### src/rtl/ded_link_mesh_gen_if.sv
// Handshake and data bundle for ded_link_mesh_gen: frame request, operands and
// the mesh status/output words.
interface ded_link_mesh_gen_if #(
  parameter int unsigned DWIDTH = 36,
  parameter int unsigned COLS   = 3
);
  logic                       start;
  logic [DWIDTH-1:0]          a;
  logic [DWIDTH-1:0]          b;
  logic                       busy;
  logic                       done;
  logic                       out_valid;
  logic [COLS*2*DWIDTH-1:0]   out_data;

  modport master (output start, a, b, input busy, done, out_valid, out_data);
  modport slave  (input start, a, b, output busy, done, out_valid, out_data);
endinterface

### src/rtl/ded_link_mesh_gen.sv
// ROWS x COLS mesh of registered accumulate stages fed by a start/done frame
// sequencer; vertical links carry words down, horizontal links add the left neighbour.
module ded_link_mesh_gen #(
  parameter int unsigned DWIDTH    = 36,
  parameter int unsigned ROWS      = 7,
  parameter int unsigned COLS      = 3,
  parameter int unsigned FRAME_LEN = 256,
  parameter int unsigned CNT_W     = 16
) (
  input logic clk,
  input logic reset,
  ded_link_mesh_gen_if.slave bus
);
  localparam int unsigned W = 2 * DWIDTH;

  typedef enum logic [1:0] {S_IDLE, S_RUN, S_DRAIN, S_DONE} state_e;

  state_e             state_q, state_d;
  logic [CNT_W-1:0]   cnt_q, cnt_d;
  logic               inj_vld_q;
  logic [ROWS-1:0]    vld_q;
  logic [W-1:0]       inj_w [COLS];
  logic [W-1:0]       v_w   [ROWS][COLS];

  always_ff @(posedge clk) begin
    if (reset) begin
      state_q <= S_IDLE;
      cnt_q   <= '0;
    end else begin
      state_q <= state_d;
      cnt_q   <= cnt_d;
    end
  end

  always_comb begin
    state_d = state_q;
    cnt_d   = cnt_q;
    case (state_q)
      S_IDLE: begin
        if (bus.start) begin
          state_d = S_RUN;
          cnt_d   = '0;
        end
      end
      S_RUN: begin
        if (cnt_q == CNT_W'(FRAME_LEN - 1)) begin
          state_d = S_DRAIN;
          cnt_d   = '0;
        end else begin
          cnt_d = cnt_q + 1'b1;
        end
      end
      S_DRAIN: begin
        // ROWS+1 cycles: one for the injection register plus ROWS mesh stages
        if (cnt_q == CNT_W'(ROWS)) begin
          state_d = S_DONE;
          cnt_d   = '0;
        end else begin
          cnt_d = cnt_q + 1'b1;
        end
      end
      S_DONE:  state_d = S_IDLE;
      default: state_d = S_IDLE;
    endcase
  end

  assign bus.busy = (state_q == S_RUN) || (state_q == S_DRAIN);
  assign bus.done = (state_q == S_DONE);

  always_ff @(posedge clk) begin
    if (reset) begin
      inj_vld_q <= 1'b0;
      vld_q     <= '0;
    end else begin
      inj_vld_q <= (state_q == S_RUN);
      vld_q[0]  <= inj_vld_q;
      for (int unsigned r = 1; r < ROWS; r++) begin
        vld_q[r] <= vld_q[r-1];
      end
    end
  end

  for (genvar c = 0; c < COLS; c++) begin : g_col
    logic [W-1:0] inj_q;

    always_ff @(posedge clk) begin
      if (reset)                inj_q <= '0;
      else if (state_q == S_RUN) inj_q <= {bus.b, bus.a} + W'(c);
      else                      inj_q <= '0;
    end
    assign inj_w[c] = inj_q;

    for (genvar r = 0; r < ROWS; r++) begin : g_row
      logic [W-1:0] up, left, v_q, v_d;

      if (r == 0) begin : g_top
        assign up = inj_w[c];
      end else begin : g_mid
        assign up = v_w[r-1][c];
      end

      // Column 0 has no horizontal link, so it is a pure delay line
      if (c == 0) begin : g_edge
        assign left = '0;
      end else begin : g_link
        assign left = v_w[r][c-1];
      end

      assign v_d = up + left;

      always_ff @(posedge clk) begin
        if (reset) v_q <= '0;
        else       v_q <= v_d;
      end
      assign v_w[r][c] = v_q;
    end
  end

  assign bus.out_valid = vld_q[ROWS-1];

  always_comb begin
    bus.out_data = '0;
    for (int unsigned c = 0; c < COLS; c++) begin
      bus.out_data[c*W +: W] = v_w[ROWS-1][c];
    end
  end
endmodule
### src/flat_wrapper.sv
// flat-port wrapper written by rule: the top's interface ports become plain ports
module ded_link_mesh_gen_flat 
#(
  parameter int unsigned DWIDTH    = 36,
  parameter int unsigned ROWS      = 7,
  parameter int unsigned COLS      = 3,
  parameter int unsigned FRAME_LEN = 256,
  parameter int unsigned CNT_W     = 16
)
  (clk, reset, bus_start, bus_a, bus_b, bus_busy, bus_done, bus_out_valid, bus_out_data);
  ded_link_mesh_gen_if #(.DWIDTH(DWIDTH), .COLS(COLS)) bus_i ();
  input logic clk;
  input logic reset;
  input wire logic [$bits(bus_i.start)-1:0] bus_start;
  input wire logic [$bits(bus_i.a)-1:0] bus_a;
  input wire logic [$bits(bus_i.b)-1:0] bus_b;
  output wire logic [$bits(bus_i.busy)-1:0] bus_busy;
  output wire logic [$bits(bus_i.done)-1:0] bus_done;
  output wire logic [$bits(bus_i.out_valid)-1:0] bus_out_valid;
  output wire logic [$bits(bus_i.out_data)-1:0] bus_out_data;
  assign bus_i.start = bus_start;
  assign bus_i.a = bus_a;
  assign bus_i.b = bus_b;
  assign bus_busy = bus_i.busy;
  assign bus_done = bus_i.done;
  assign bus_out_valid = bus_i.out_valid;
  assign bus_out_data = bus_i.out_data;
  ded_link_mesh_gen #(.DWIDTH(DWIDTH), .ROWS(ROWS), .COLS(COLS), .FRAME_LEN(FRAME_LEN), .CNT_W(CNT_W)) u_core (.clk(clk), .reset(reset), .bus(bus_i));
endmodule
### config.mk
export PLATFORM = sky130hd
export DESIGN_NAME = ded_link_mesh_gen_flat
export DESIGN_NICKNAME = d
export VERILOG_FILES = /design/src/rtl/ded_link_mesh_gen_if.sv /design/src/rtl/ded_link_mesh_gen.sv /design/src/flat_wrapper.sv
export SDC_FILE = /design/constraint.sdc
export NUM_CORES = 2
export LEC_CHECK = 0
export BUFFER_PORTS_ARGS = -buffer_cell sky130_fd_sc_hd__buf_2
export CORE_UTILIZATION = 58
export DETAILED_ROUTE_END_ITERATION = 7
export GPL_TIMING_DRIVEN = 0
export PLACE_DENSITY_LB_ADDON = 0.12
export SLEW_MARGIN = 40
export SYNTH_ARGS = -nofsm -noshare
export SYNTH_HDL_FRONTEND = slang
export SYNTH_SLANG_ARGS = --single-unit
export TNS_END_PERCENT = 10
### constraint.sdc
create_clock -name clk -period 3.6 [get_ports clk]
set_clock_uncertainty 0.1 [all_clocks]
set_input_delay 1.08 -clock clk [delete_from_list [all_inputs] [get_ports clk]]
set_output_delay 1.08 -clock clk [all_outputs]
set_load 0.02 [all_outputs]
==> flow_metrics.env <==
export IMPL_pwr_share_comb_pct=14.3
export IMPL_place_area_mm2=0.1110
export IMPL_synth_compound_area_share_pct=22.39
export IMPL_antenna_found_initial=7
export IMPL_cts_max_level=4
export IMPL_critPathArrivalTime_ns=4.65
export IMPL_coreArea_mm2=0.1811
export IMPL_period_share_pct=111.1
export IMPL_drcViolationCount=30
export IMPL_p_clk_share_pct=40.9
export IMPL_status="complete, but fails checks"
export IMPL_die_width_um=429.5
export IMPL_synth_cell_type_count=114
export IMPL_worst_path_most_repeated_cell="a21oi_1"
export IMPL_seq_area_frac_synth_pct=33.11
export IMPL_worst_pin_slew_ns=0.9967
export IMPL_critPathLaunchType="flop"
export IMPL_slew_headroom_pct=32.85
export IMPL_max_stage_delay_ns=0.57
export IMPL_yosys_area_share_simple_pct=20.31
export IMPL_syn_avg_cell_area_um2=8.207
export IMPL_grt_pass1_wl_um=572500
export IMPL_wl_per_cell_um=24.54
export IMPL_nets=14570
export IMPL_clock_sinks=1753
export IMPL_synth_fa_ha_area_share_pct=12.08
export IMPL_endpoint_kind="flop"
export IMPL_insertion_delay_ns=0.87
export IMPL_layout_commonest_cell="dfxtp_1"
export IMPL_yosys_register_bits=1753
export IMPL_p_int_w=0.03341
export IMPL_rsz0062_at_grt="yes"
export IMPL_switching_share_pct=29.00
export IMPL_setup_slack_ns=-0.3991
export IMPL_synth_fp_nets=14010
export IMPL_clk_path_buf_depth=3
export IMPL_clk_pin_slew_ns=0.07
export IMPL_path_cells="ha_1, a21o_1, a21oi_1, o41ai_4, a32oi_2, nor4_4, buf_4, o31ai_4, a21oi_1, nor3_4, o21ai_1, xnor2_1, nor2_1"
export IMPL_hold_viol_final=0
export IMPL_p_switching_w=0.01365
export IMPL_slew_viol_final=0
export IMPL_ant_nets=0
export IMPL_design_area_mm2=0.1219
export IMPL_rows=156
export IMPL_hpwlAfterDp_um=304200
export IMPL_crit_required_ns=4.25
export IMPL_setup_violations=114
export IMPL_dieArea_mm2=0.1845
export IMPL_drive_gt1_share_pct=10.76
export IMPL_maxCapViolCount=0
export IMPL_peakVddDrop_v=0.0003941
export IMPL_initial_core_util_pct=58.52
export IMPL_crit_fanout=4
export IMPL_grt_pass1_vias=98890
export IMPL_period_minus_slack_ns=3.999
export IMPL_final_cell_mix="dfxtp_1 (1732), nor2_1 (1610), a21oi_1 (1166), ha_1 (959), nand2_1 (849)"
export IMPL_port_buffers=269
export IMPL_synth_edf_count=0
export IMPL_violations="design-rule violations, negative setup slack"
export IMPL_synth_warnings=0
export IMPL_grt_start_max_net_pins=17
export IMPL_leakage_nw=53.38
export IMPL_p_total_w=0.04706
export IMPL_synth_cells=12920
export IMPL_p_seq_share_pct=44.9
export IMPL_worst_hold_path_type="flop to flop"
export IMPL_synth_xor_area_share_pct=8.478
export IMPL_utilization_pct=67.27
export IMPL_via_count=101700
export IMPL_die_h_um=429.5
export IMPL_grt_ovfl_total=0
export IMPL_hold_ws_ns=0.3337
export IMPL_ios=294
export IMPL_syn_to_final_growth_pct=14.97
export IMPL_power_density_mw_per_mm2=386.2
export IMPL_gp_congestion=1.059
export IMPL_crit_slowest_cell="a21oi_1"
export IMPL_cts_tree="built"
export IMPL_initialDrtViolationCount=12190
export IMPL_netlist_area_mm2=0.1060
export IMPL_synth_top_family_by_area="compound AO/OA/AOI/OAI gates"
export IMPL_synthArstFlopShare_pct=0
export IMPL_root_buffer="clkbuf_16"
export IMPL_track_usage_pct=40.03
export IMPL_num_fill_cells=14070
export IMPL_fmax_ghz=0.2501
export IMPL_dominantRegCellSynth="dfxtp_1"
export IMPL_critPathKind="flop to flop"
export IMPL_drt_wl_total_um=393000
export IMPL_dr_pass1_iters=8
export IMPL_vias_per_cell=6.353
export IMPL_setup_tns_ns=-11.66
export IMPL_synth_mux_area_share_pct=0.3423
export IMPL_cts_buffers=176
critical path, delay by kind of cell, from the launching register on:
kind | cells | cell delay [ns]
flops | 1 | 0.42
fa+ha+maj | 1 | 0.33
xor+xnor | 1 | 0.17
simple gates | 3 | 0.54
buf+inv | 1 | 0.18
compound gates | 7 | 2.14
cells in the mapped netlist, drive strengths merged (50+ instances only):
master | n | share of area (%)
nor2b | 649 | 3.8
inv | 269 | 0.95
a21o | 634 | 4.5
xnor2 | 586 | 4.8
xor2 | 440 | 3.6
and3 | 108 | 0.65
nor2 | 1628 | 5.8
nand2b | 60 | 0.35
nor4 | 50 | 0.33
o21ai | 678 | 3.2
dfxtp | 1753 | 33
o21bai | 249 | 1.8
o211ai | 63 | 0.47
a31oi | 137 | 0.86
ha | 1001 | 12
nand3 | 203 | 0.96
a211oi | 114 | 0.81
o21a | 116 | 0.82
nor3 | 203 | 0.97
or3 | 70 | 0.41
o31ai | 86 | 0.70
nand4 | 380 | 2.3
nand2 | 861 | 3.1
and2 | 149 | 0.88
clkbuf | 602 | 2.1
a21oi | 1235 | 5.9
layer usage:
metal  wire [um]  vias up  share of wire [%]  global-route usage, %
met2      184900     5999                 47                  69.39
met1      144200    47020                 37                  44.77
met5           0        -                  0                      0
li1            -    47020                  -                      -
met3       29450     1695                7.5                  5.510
met4       34460        0                8.8                  29.40
sequential cells by signal, indices dropped and copies added (netlist names):
| name | cells |
|---|---|
| u_core.cnt_q | 16 |
| u_core.g_col.g_row.up | 215 |
| u_core.g_col.g_row.v_q | 1512 |
| u_core.inj_vld_q | 1 |
| u_core.state_q | 2 |
| u_core.vld_q | 7 |
cells by family after synthesis:
| logic type | Yosys count |
|---|---|
| flip-flops | 1753 |
| AND/OR/NAND/NOR | 4478 |
| buffers and inverters | 910 |
| AO/OA/AOI/OAI | 3700 |
| adder cells (fa/ha/maj) | 1015 |
| multiplexers | 33 |
| XOR/XNOR | 1026 |
path summary, 6_finish.rpt:
kind | depth (start not counted) | end | slack, ns | from
setup / recovery | 13 | u_core.g_col[1].g_row[5].v_q[71]$_SDFF_PP0_ | -0.40 | u_core.g_col[0].g_row[5].v_q[8]$_SDFF_PP0_
hold / removal | 1 | u_core.g_col[0].g_row[0].v_q[32]$_SDFF_PP0_ | 0.33 | u_core.g_col[0].g_row[0].up[32]$_SDFF_PP0_
setup reg to reg | 13 | u_core.g_col[1].g_row[5].v_q[71]$_SDFF_PP0_ | -0.40 | u_core.g_col[0].g_row[5].v_q[8]$_SDFF_PP0_
hold reg to reg | 1 | u_core.g_col[0].g_row[0].v_q[32]$_SDFF_PP0_ | 0.33 | u_core.g_col[0].g_row[0].up[32]$_SDFF_PP0_
stage by stage:
stage               worst slack, ns  cells
CTS                         -0.1366  15960
floorplan                  0.006205  12920
global route                -0.4477  16000
global placement             -3.420  15550
detailed placement           -1.444  15580
finish                      -0.3991  16010
area by class of cell:
cell class | count | area, um2 | area share (%)
tap | 2370 | 2965 | 2.434
buffer | 608 | 2494 | 2.046
clock inverter | 104 | 1259 | 1.033
inverter | 269 | 1010 | 0.8286
multi-input combinational | 10250 | 71250 | 58.48
sequential | 1753 | 35130 | 28.83
antenna | 15 | 37.54 | 0.03080
timing repair buffer | 419 | 2856 | 2.344
clock buffer | 222 | 4851 | 3.981
power by group through the flow:
stage / clock network, W / registers (W) / logic [W]
after floorplan: 0 / 0.0212 / 0.00438
after global placement: 0 / 0.0215 / 0.00608
after detailed placement: 0 / 0.0215 / 0.00629
after CTS: 0.0193 / 0.0211 / 0.00641
after global routing: 0.0201 / 0.0212 / 0.00721
final: 0.0192 / 0.0211 / 0.00671
timing repair:
item / in CTS / in global routing
hold buffers: 0 / 0
cloned: 0 / 0
hold endpoints to repair: 0 / 0
setup buffers: 83 / 46
endpoints found under the setup margin: 360 / 258
pin swaps: 134 / 138
resized for setup: 470 / 267
(Power assumes the default switching activity.)
